File: config.mk
export PLATFORM = sky130hd
export DESIGN_NAME = alarm_ringer
export DESIGN_NICKNAME = d
export VERILOG_FILES = /design/src/rtl/clock_pkg.sv /design/src/rtl/sync_edge.sv /design/src/rtl/alarm_ringer.sv
export SDC_FILE = /design/constraint.sdc
export NUM_CORES = 1
export LEC_CHECK = 0
export BUFFER_PORTS_ARGS = -buffer_cell sky130_fd_sc_hd__buf_2
export CORE_AREA = 2 2 85 67
export CTS_BUF_LIST = sky130_fd_sc_hd__clkbuf_8
export DETAILED_ROUTE_END_ITERATION = 12
export DIE_AREA = 0 0 87 69
export GPL_TIMING_DRIVEN = 0
export PLACE_DENSITY_LB_ADDON = 0.3
export SYNTH_ARGS = -nofsm -noshare
export SYNTH_HDL_FRONTEND = slang
export SYNTH_SLANG_ARGS = --single-unit
File: constraint.sdc
create_clock -name clk -period 2.15 [get_ports clk]
set_input_delay 0.1075 -clock clk [delete_from_list [all_inputs] [get_ports clk]]
set_output_delay 0.1075 -clock clk [all_outputs]
set_load 0.1 [all_outputs]
File: src/rtl/clock_pkg.sv
// Shared definitions for the clock/alarm codebase.
// Contents:
//   ringer_state_t  - alarm_ringer FSM states (2-bit)
//   DEF_*           - default values for the alarm_ringer parameters
//   cnt_width()     - counter width for a given terminal count, never below 1 bit
package clock_pkg;

  typedef enum logic [1:0] {
    IDLE   = 2'd0,
    RING   = 2'd1,
    SNOOZE = 2'd2,
    HOLD   = 2'd3
  } ringer_state_t;

  localparam int DEF_BEEP_HALF_PERIOD = 25_000_000;
  localparam int DEF_RING_TIMEOUT     = 60;
  localparam int DEF_SNOOZE_SECS      = 300;
  localparam int DEF_MAX_SNOOZE       = 3;

  // A counter that must reach terminal-1 needs $clog2(terminal) bits;
  // a terminal of 1 still needs one bit to hold the value 0.
  function automatic int cnt_width(input int terminal);
    return (terminal > 1) ? $clog2(terminal) : 1;
  endfunction

endpackage

File: src/rtl/sync_edge.sv
// Two-flop synchronizer with a rising-edge detector on the synchronized level.
// Ports:
//   clk    in   system clock
//   reset  in   asynchronous, active-high reset
//   din    in   asynchronous input level
//   level  out  synchronized level (2 clk edges after din)
//   rise   out  high for one clk when level goes 0 -> 1
module sync_edge (
  input  logic clk,
  input  logic reset,
  input  logic din,
  output logic level,
  output logic rise
);

  logic r_meta;
  logic r_sync;
  logic r_sync_q;

  // Synchronizer chain plus a delayed copy of the synchronized level.
  always_ff @(posedge clk or posedge reset) begin
    if (reset) begin
      r_meta   <= 1'b0;
      r_sync   <= 1'b0;
      r_sync_q <= 1'b0;
    end else begin
      r_meta   <= din;
      r_sync   <= r_meta;
      r_sync_q <= r_sync;
    end
  end

  // rise is formed from two flops, so it is visible in the same cycle as the
  // new level and the FSM can act on it without an added cycle.
  assign level = r_sync;
  assign rise  = r_sync & ~r_sync_q;

endmodule

File: src/rtl/alarm_ringer.sv
// Turns the alarm block's buzzer request level into a beeping buzzer drive,
// handles dismiss/snooze buttons, ring timeout with auto-snooze and a snooze
// limit that forces a dismiss.
// Ports:
//   clk          in   system clock
//   reset        in   asynchronous, active-high reset
//   tick_1s      in   one-clk strobe per second, synchronous to clk
//   buzz_req     in   alarm request level (asynchronous)
//   dismiss      in   debounced startstop button level (asynchronous)
//   snooze       in   debounced snooze button level (asynchronous)
//   buzzer       out  buzzer drive, on/off every BEEP_HALF_PERIOD clks while ringing
//   ringing      out  high in RING
//   snoozing     out  high in SNOOZE
//   alarm_clear  out  one-clk pulse on entry to HOLD
//   snooze_cnt   out  snoozes used in the current alarm event
module alarm_ringer
  import clock_pkg::*;
#(
  parameter int BEEP_HALF_PERIOD = DEF_BEEP_HALF_PERIOD,
  parameter int RING_TIMEOUT     = DEF_RING_TIMEOUT,
  parameter int SNOOZE_SECS      = DEF_SNOOZE_SECS,
  parameter int MAX_SNOOZE       = DEF_MAX_SNOOZE
) (
  input  logic                              clk,
  input  logic                              reset,
  input  logic                              tick_1s,
  input  logic                              buzz_req,
  input  logic                              dismiss,
  input  logic                              snooze,
  output logic                              buzzer,
  output logic                              ringing,
  output logic                              snoozing,
  output logic                              alarm_clear,
  output logic [$clog2(MAX_SNOOZE+1)-1:0]   snooze_cnt
);

  localparam int CNT_W  = $clog2(MAX_SNOOZE + 1);
  localparam int BEEP_W = cnt_width(BEEP_HALF_PERIOD);
  localparam int SEC_W  = cnt_width((RING_TIMEOUT > SNOOZE_SECS) ? RING_TIMEOUT : SNOOZE_SECS);

  localparam logic [BEEP_W-1:0] BEEP_LAST   = BEEP_W'(BEEP_HALF_PERIOD - 1);
  localparam logic [SEC_W-1:0]  RING_LAST   = SEC_W'(RING_TIMEOUT - 1);
  localparam logic [SEC_W-1:0]  SNOOZE_LAST = SEC_W'(SNOOZE_SECS - 1);
  localparam logic [CNT_W-1:0]  SNOOZE_MAX  = CNT_W'(MAX_SNOOZE);

  logic w_buzz_lvl;
  logic w_buzz_rise_unused;
  logic w_dis_lvl_unused;
  logic w_dis_rise;
  logic w_snz_lvl_unused;
  logic w_snz_rise;

  sync_edge u_sync_buzz (
    .clk   (clk),
    .reset (reset),
    .din   (buzz_req),
    .level (w_buzz_lvl),
    .rise  (w_buzz_rise_unused)
  );

  sync_edge u_sync_dismiss (
    .clk   (clk),
    .reset (reset),
    .din   (dismiss),
    .level (w_dis_lvl_unused),
    .rise  (w_dis_rise)
  );

  sync_edge u_sync_snooze (
    .clk   (clk),
    .reset (reset),
    .din   (snooze),
    .level (w_snz_lvl_unused),
    .rise  (w_snz_rise)
  );

  ringer_state_t     r_state;
  logic [BEEP_W-1:0] r_beep_cnt;
  logic [SEC_W-1:0]  r_sec_cnt;
  logic              r_buzzer;
  logic              r_ringing;
  logic              r_snoozing;
  logic              r_alarm_clear;
  logic [CNT_W-1:0]  r_snooze_cnt;

  logic w_timeout;
  logic w_expiry;
  logic w_snooze_req;
  logic w_snooze_ok;

  // A timeout behaves exactly like a snooze press; once the snooze budget is
  // spent, either one turns into a forced dismiss.
  assign w_timeout    = tick_1s & (r_sec_cnt == RING_LAST);
  assign w_expiry     = tick_1s & (r_sec_cnt == SNOOZE_LAST);
  assign w_snooze_req = w_snz_rise | w_timeout;
  assign w_snooze_ok  = (r_snooze_cnt < SNOOZE_MAX);

  // Ringer FSM with registered outputs; counters clear on every state change.
  always_ff @(posedge clk or posedge reset) begin
    if (reset) begin
      r_state       <= IDLE;
      r_beep_cnt    <= '0;
      r_sec_cnt     <= '0;
      r_buzzer      <= 1'b0;
      r_ringing     <= 1'b0;
      r_snoozing    <= 1'b0;
      r_alarm_clear <= 1'b0;
      r_snooze_cnt  <= '0;
    end else begin
      r_alarm_clear <= 1'b0;
      case (r_state)
        IDLE: begin
          if (w_buzz_lvl) begin
            r_state    <= RING;
            r_beep_cnt <= '0;
            r_sec_cnt  <= '0;
            r_buzzer   <= 1'b1;
            r_ringing  <= 1'b1;
          end
        end

        RING: begin
          if (!w_buzz_lvl) begin
            // Alarm withdrawn externally: no clear pulse needed.
            r_state      <= IDLE;
            r_beep_cnt   <= '0;
            r_sec_cnt    <= '0;
            r_buzzer     <= 1'b0;
            r_ringing    <= 1'b0;
            r_snooze_cnt <= '0;
          end else if (w_dis_rise || (w_snooze_req && !w_snooze_ok)) begin
            r_state       <= HOLD;
            r_beep_cnt    <= '0;
            r_sec_cnt     <= '0;
            r_buzzer      <= 1'b0;
            r_ringing     <= 1'b0;
            r_alarm_clear <= 1'b1;
          end else if (w_snooze_req) begin
            r_state      <= SNOOZE;
            r_beep_cnt   <= '0;
            r_sec_cnt    <= '0;
            r_buzzer     <= 1'b0;
            r_ringing    <= 1'b0;
            r_snoozing   <= 1'b1;
            r_snooze_cnt <= r_snooze_cnt + CNT_W'(1);
          end else begin
            if (r_beep_cnt == BEEP_LAST) begin
              r_beep_cnt <= '0;
              r_buzzer   <= ~r_buzzer;
            end else begin
              r_beep_cnt <= r_beep_cnt + BEEP_W'(1);
            end
            if (tick_1s) begin
              r_sec_cnt <= r_sec_cnt + SEC_W'(1);
            end
          end
        end

        SNOOZE: begin
          if (!w_buzz_lvl) begin
            r_state      <= IDLE;
            r_sec_cnt    <= '0;
            r_snoozing   <= 1'b0;
            r_snooze_cnt <= '0;
          end else if (w_dis_rise) begin
            r_state       <= HOLD;
            r_sec_cnt     <= '0;
            r_snoozing    <= 1'b0;
            r_alarm_clear <= 1'b1;
          end else if (w_expiry) begin
            // Pattern restarts at the "on" half on every return to RING.
            r_state    <= RING;
            r_beep_cnt <= '0;
            r_sec_cnt  <= '0;
            r_buzzer   <= 1'b1;
            r_ringing  <= 1'b1;
            r_snoozing <= 1'b0;
          end else if (tick_1s) begin
            r_sec_cnt <= r_sec_cnt + SEC_W'(1);
          end
        end

        HOLD: begin
          // Stay here until the alarm block has consumed alarm_clear.
          if (!w_buzz_lvl) begin
            r_state      <= IDLE;
            r_snooze_cnt <= '0;
          end
        end

        default: begin
          r_state       <= IDLE;
          r_beep_cnt    <= '0;
          r_sec_cnt     <= '0;
          r_buzzer      <= 1'b0;
          r_ringing     <= 1'b0;
          r_snoozing    <= 1'b0;
          r_snooze_cnt  <= '0;
        end
      endcase
    end
  end

  assign buzzer      = r_buzzer;
  assign ringing     = r_ringing;
  assign snoozing    = r_snoozing;
  assign alarm_clear = r_alarm_clear;
  assign snooze_cnt  = r_snooze_cnt;

endmodule

==> results.sh <==
export IMPL_drt_pre_antenna_iters=4
export IMPL_synth_flop_cell="dfrtp_1"
export IMPL_final_max_slew_viol_count=0
export IMPL_fin_crit_ns=2.11
export IMPL_dp_cells=355
export IMPL_hpwl_um=3960
export IMPL_drt_iter0_drc=202
export IMPL_r2r_start="r_state[1]"
export IMPL_slowest_stage="or4_4"
export IMPL_synth_xor_area_share_pct=5.41
export IMPL_final_cells=385
export IMPL_period_share_pct=98.1
export IMPL_grt_pass1_vias=2060
export IMPL_grt_antenna_before_repair=0
export IMPL_pre_cts_ws_ns=-0.434
export IMPL_syn_inst=281
export IMPL_grt_use_total_pct=21.1
export IMPL_area_delta_synth_final_pct=20.6
export IMPL_clock_fmax_ghz=0.474
export IMPL_cts_path_max_buffers=2
export IMPL_crit_path_end_kind="flip-flop"
export IMPL_cap_violations=0
export IMPL_reg2reg_depth=6
export IMPL_fp_row_count=23
export IMPL_seq_area_frac_synth_pct=45.4
export IMPL_worst_pin_slew_ns=0.682
export IMPL_holdPathStages=3
export IMPL_hold_viol=0
export IMPL_yosysWarnings=0
export IMPL_crit_chain="ha_4, and3b_2, nor4b_4, nand2_1, or4_4, a21oi_2"
export IMPL_peakVddDrop_mv=0.801
export IMPL_max_slew_margin_rel_pct=54.5
export IMPL_r2r_end="r_beep_cnt[17]"
export IMPL_die_w_um=87
export IMPL_cp_start_kind="flip-flop"
export IMPL_grt_pass1_wl_um=10200
export IMPL_worst_slack_ns=0.0406
export IMPL_gr_total_overflow=0
export IMPL_grt_max_degree=41
export IMPL_nFillCells=389
export IMPL_seqCellArea_um2=1250
export IMPL_path_clk_slew_ns=0.09
export IMPL_port_buffer_count=11
export IMPL_yosys_cell_types_count=48
export IMPL_synth_area_mux_share_pct=1.54
export IMPL_setup_viol=0
export IMPL_post_drt_wl_per_cell_um=15.6
export IMPL_die_area_um2=6000
export IMPL_cts_tree="done"
export IMPL_skew_ns=0.00848
export IMPL_viasPerCell=5.90
export IMPL_cellLeakagePower_uw=0.00138
export IMPL_syn_nets=295
export IMPL_clk_latency_ns=0.30
export IMPL_rsz0062_at_grt="yes"
export IMPL_multi_input_area_um2=1510
export IMPL_clockRootBuffer="clkbuf_8"
export IMPL_initial_core_util_pct=53.5
export IMPL_dieHeight_um=69
export IMPL_synth_fa_ha_area_share_pct=3.63
export IMPL_arrival_ns=2.34
export IMPL_synthesis_area_um2=2750
export IMPL_cts_buffers=5
export IMPL_synth_edf_count=0
export IMPL_nets=337
export IMPL_crit_type="reg -> reg"
export IMPL_io_pins=12
export IMPL_max_stage_delay_ns=0.49
export IMPL_cts_sinks=50
export IMPL_drive_gt1_share_pct=24.8
export IMPL_ant_nets=0
export IMPL_status="completed"
export IMPL_postLayoutCoreUtil_pct=64.5
export IMPL_ys_ff_latch=50
export IMPL_synthArstFlopShare_pct=100
export IMPL_core_area_um2=5150
export IMPL_cp_max_fo=5
export IMPL_hold_start="tick_1s"
export IMPL_powerDensity_nw_per_um2=1000
export IMPL_avgSynthCellArea_um2=9.80
export IMPL_synth_compound_gate_area_share_pct=14.5
export IMPL_wl_um=6000
export IMPL_gp_congestion=0.879
export IMPL_synth_top_family_by_area="simple AND/OR/NAND/NOR gates"
export IMPL_cp_required_ns=2.38
export IMPL_whs_endpoint="r_sec_cnt[1]"
export IMPL_vias=2270
export IMPL_drcViolationCount=0
export IMPL_rrSetupSlack_ns=0.04
export IMPL_cts_htree_levels=2
export IMPL_diodes=0
export IMPL_hold_path_class="in -> reg"
export IMPL_synth_simple_area_share_pct=26.1
==> area by class of cell <==
cell class	count	area share, %
plain buffers	6	1.09
clock buffers	6	2.49
clock inverters	1	0.904
inverters	14	1.58
multi-input cells	209	45.5
flip-flops and latches	50	37.8
well taps	62	2.34
repair buffers	37	8.32
==> how the worst max path moves through the flow <==
stage,from,end,depth (start not counted)
2_1_floorplan,r_sec_cnt[0],r_state[0],6
6_report,r_state[1],r_beep_cnt[17],6
3_5_place_dp,r_beep_cnt[0],r_beep_cnt[24],6
4_1_cts,r_state[1],r_beep_cnt[17],7
5_1_grt,r_state[0],r_beep_cnt[19],7
3_3_place_gp,r_beep_cnt[0],r_beep_cnt[14],6
==> layer usage <==
| layer | share of wire, % | global-route usage, % | wire (um) | vias to the layer above |
|---|---|---|---|---|
| met5 | 0 | 0 | 0 | - |
| met3 | 4.8 | 4.67 | 288 | 4 |
| li1 | - | - | - | 1098 |
| met1 | 50 | 33.9 | 3020 | 1098 |
| met4 | 0.55 | 4.51 | 33 | 0 |
| met2 | 44 | 28.8 | 2650 | 70 |
==> logic make-up after synthesis <==
kind of cell | Yosys count
AND/OR/NAND/NOR | 129
XOR/XNOR | 17
multiplexers | 4
adder cells (fa/ha/maj) | 8
flip-flops | 50
AO/OA/AOI/OAI | 51
buffers and inverters | 22
==> cell usage in the layout, fill, tap and decap left out, types with 3 or more instances in the layout <==
cell and instances:
dfrtp_1 47, nand2_1 27, nor2_1 24, buf_4 22, nand4_1 17, o21ai_0 16
buf_2 12, xor2_1 12, nand3_1 11, inv_1 11, nor3_1 7, and3_1 7
o22ai_1 7, a21oi_1 7, clkbuf_8 6, xnor2_1 5, or3_1 5, a31oi_1 5
nand2b_1 4, dlygate4sd3_1 4, nor2b_1 3, o31ai_1 3, inv_2 3, ha_1 3
ha_2 3, dfrtp_2 3
==> power breakdown <==
group | total [uW] | switching [uW] | internal, uW
sequential | 1110 | 82.0 | 1030
combinational | 1540 | 1010 | 530
clock | 676 | 304 | 373
==> critical path: cells and delay by family, from the launching register on <==
kind	cells	cell delay [ns]
adder cells (fa/ha/maj)	1	0.19
AO/OA/AOI/OAI	1	0.15
flip-flops	1	0.45
AND/OR/NAND/NOR	4	1.24
==> synthesized netlist by cell type (7+ instances only) <==
cell     number  share of area, %
o21ai_0      16               2.9
xor2_1       12               3.8
and3_1        7               1.6
nand2_1      28               3.8
inv_1        14               1.9
nor3_1        8               1.5
nand3_1      13               2.4
dfrtp_1      50                45
ha_1          8               3.6
nor2_1       24               3.3
a21oi_1       9               1.6
o22ai_1       7               1.6
nand4_1      17               3.9
==> flip-flops by register name, indices dropped and copies added (netlist names) <==
register and count:
alarm_clear 1, buzzer 1, r_beep_cnt 25, r_sec_cnt 9, r_state 2, ringing 1
snooze_cnt 2, snoozing 1, u_sync_buzz.level 1, u_sync_buzz.r_meta 1, u_sync_dismiss.level 1, u_sync_dismiss.r_meta 1
u_sync_dismiss.r_sync_q 1, u_sync_snooze.level 1, u_sync_snooze.r_meta 1, u_sync_snooze.r_sync_q 1
==> repair_timing <==
item                                   in CTS  in global routing
endpoints found under the hold margin      13                  0
pin swaps                                   6                  8
setup endpoints to repair                  40                 33
gates resized for setup                    15                 13
hold buffers                                4                  0
setup buffers                              12                  9
==> metrics by stage <==
stage | hold slack, ns | power [uW] | setup TNS, ns | cell area [um2]
floorplan | 0.139 | 2150 | 0 | 2760
global placement | 0.216 | 2390 | -9.41 | 2890
detailed placement | 0.0583 | 2420 | -11.25 | 2910
CTS | 0.190 | 3210 | 0 | 3210
global route | 0.223 | 3510 | -0.313 | 3320
finish | 0.194 | 3330 | 0 | 3320
(Power assumes the default switching activity.)
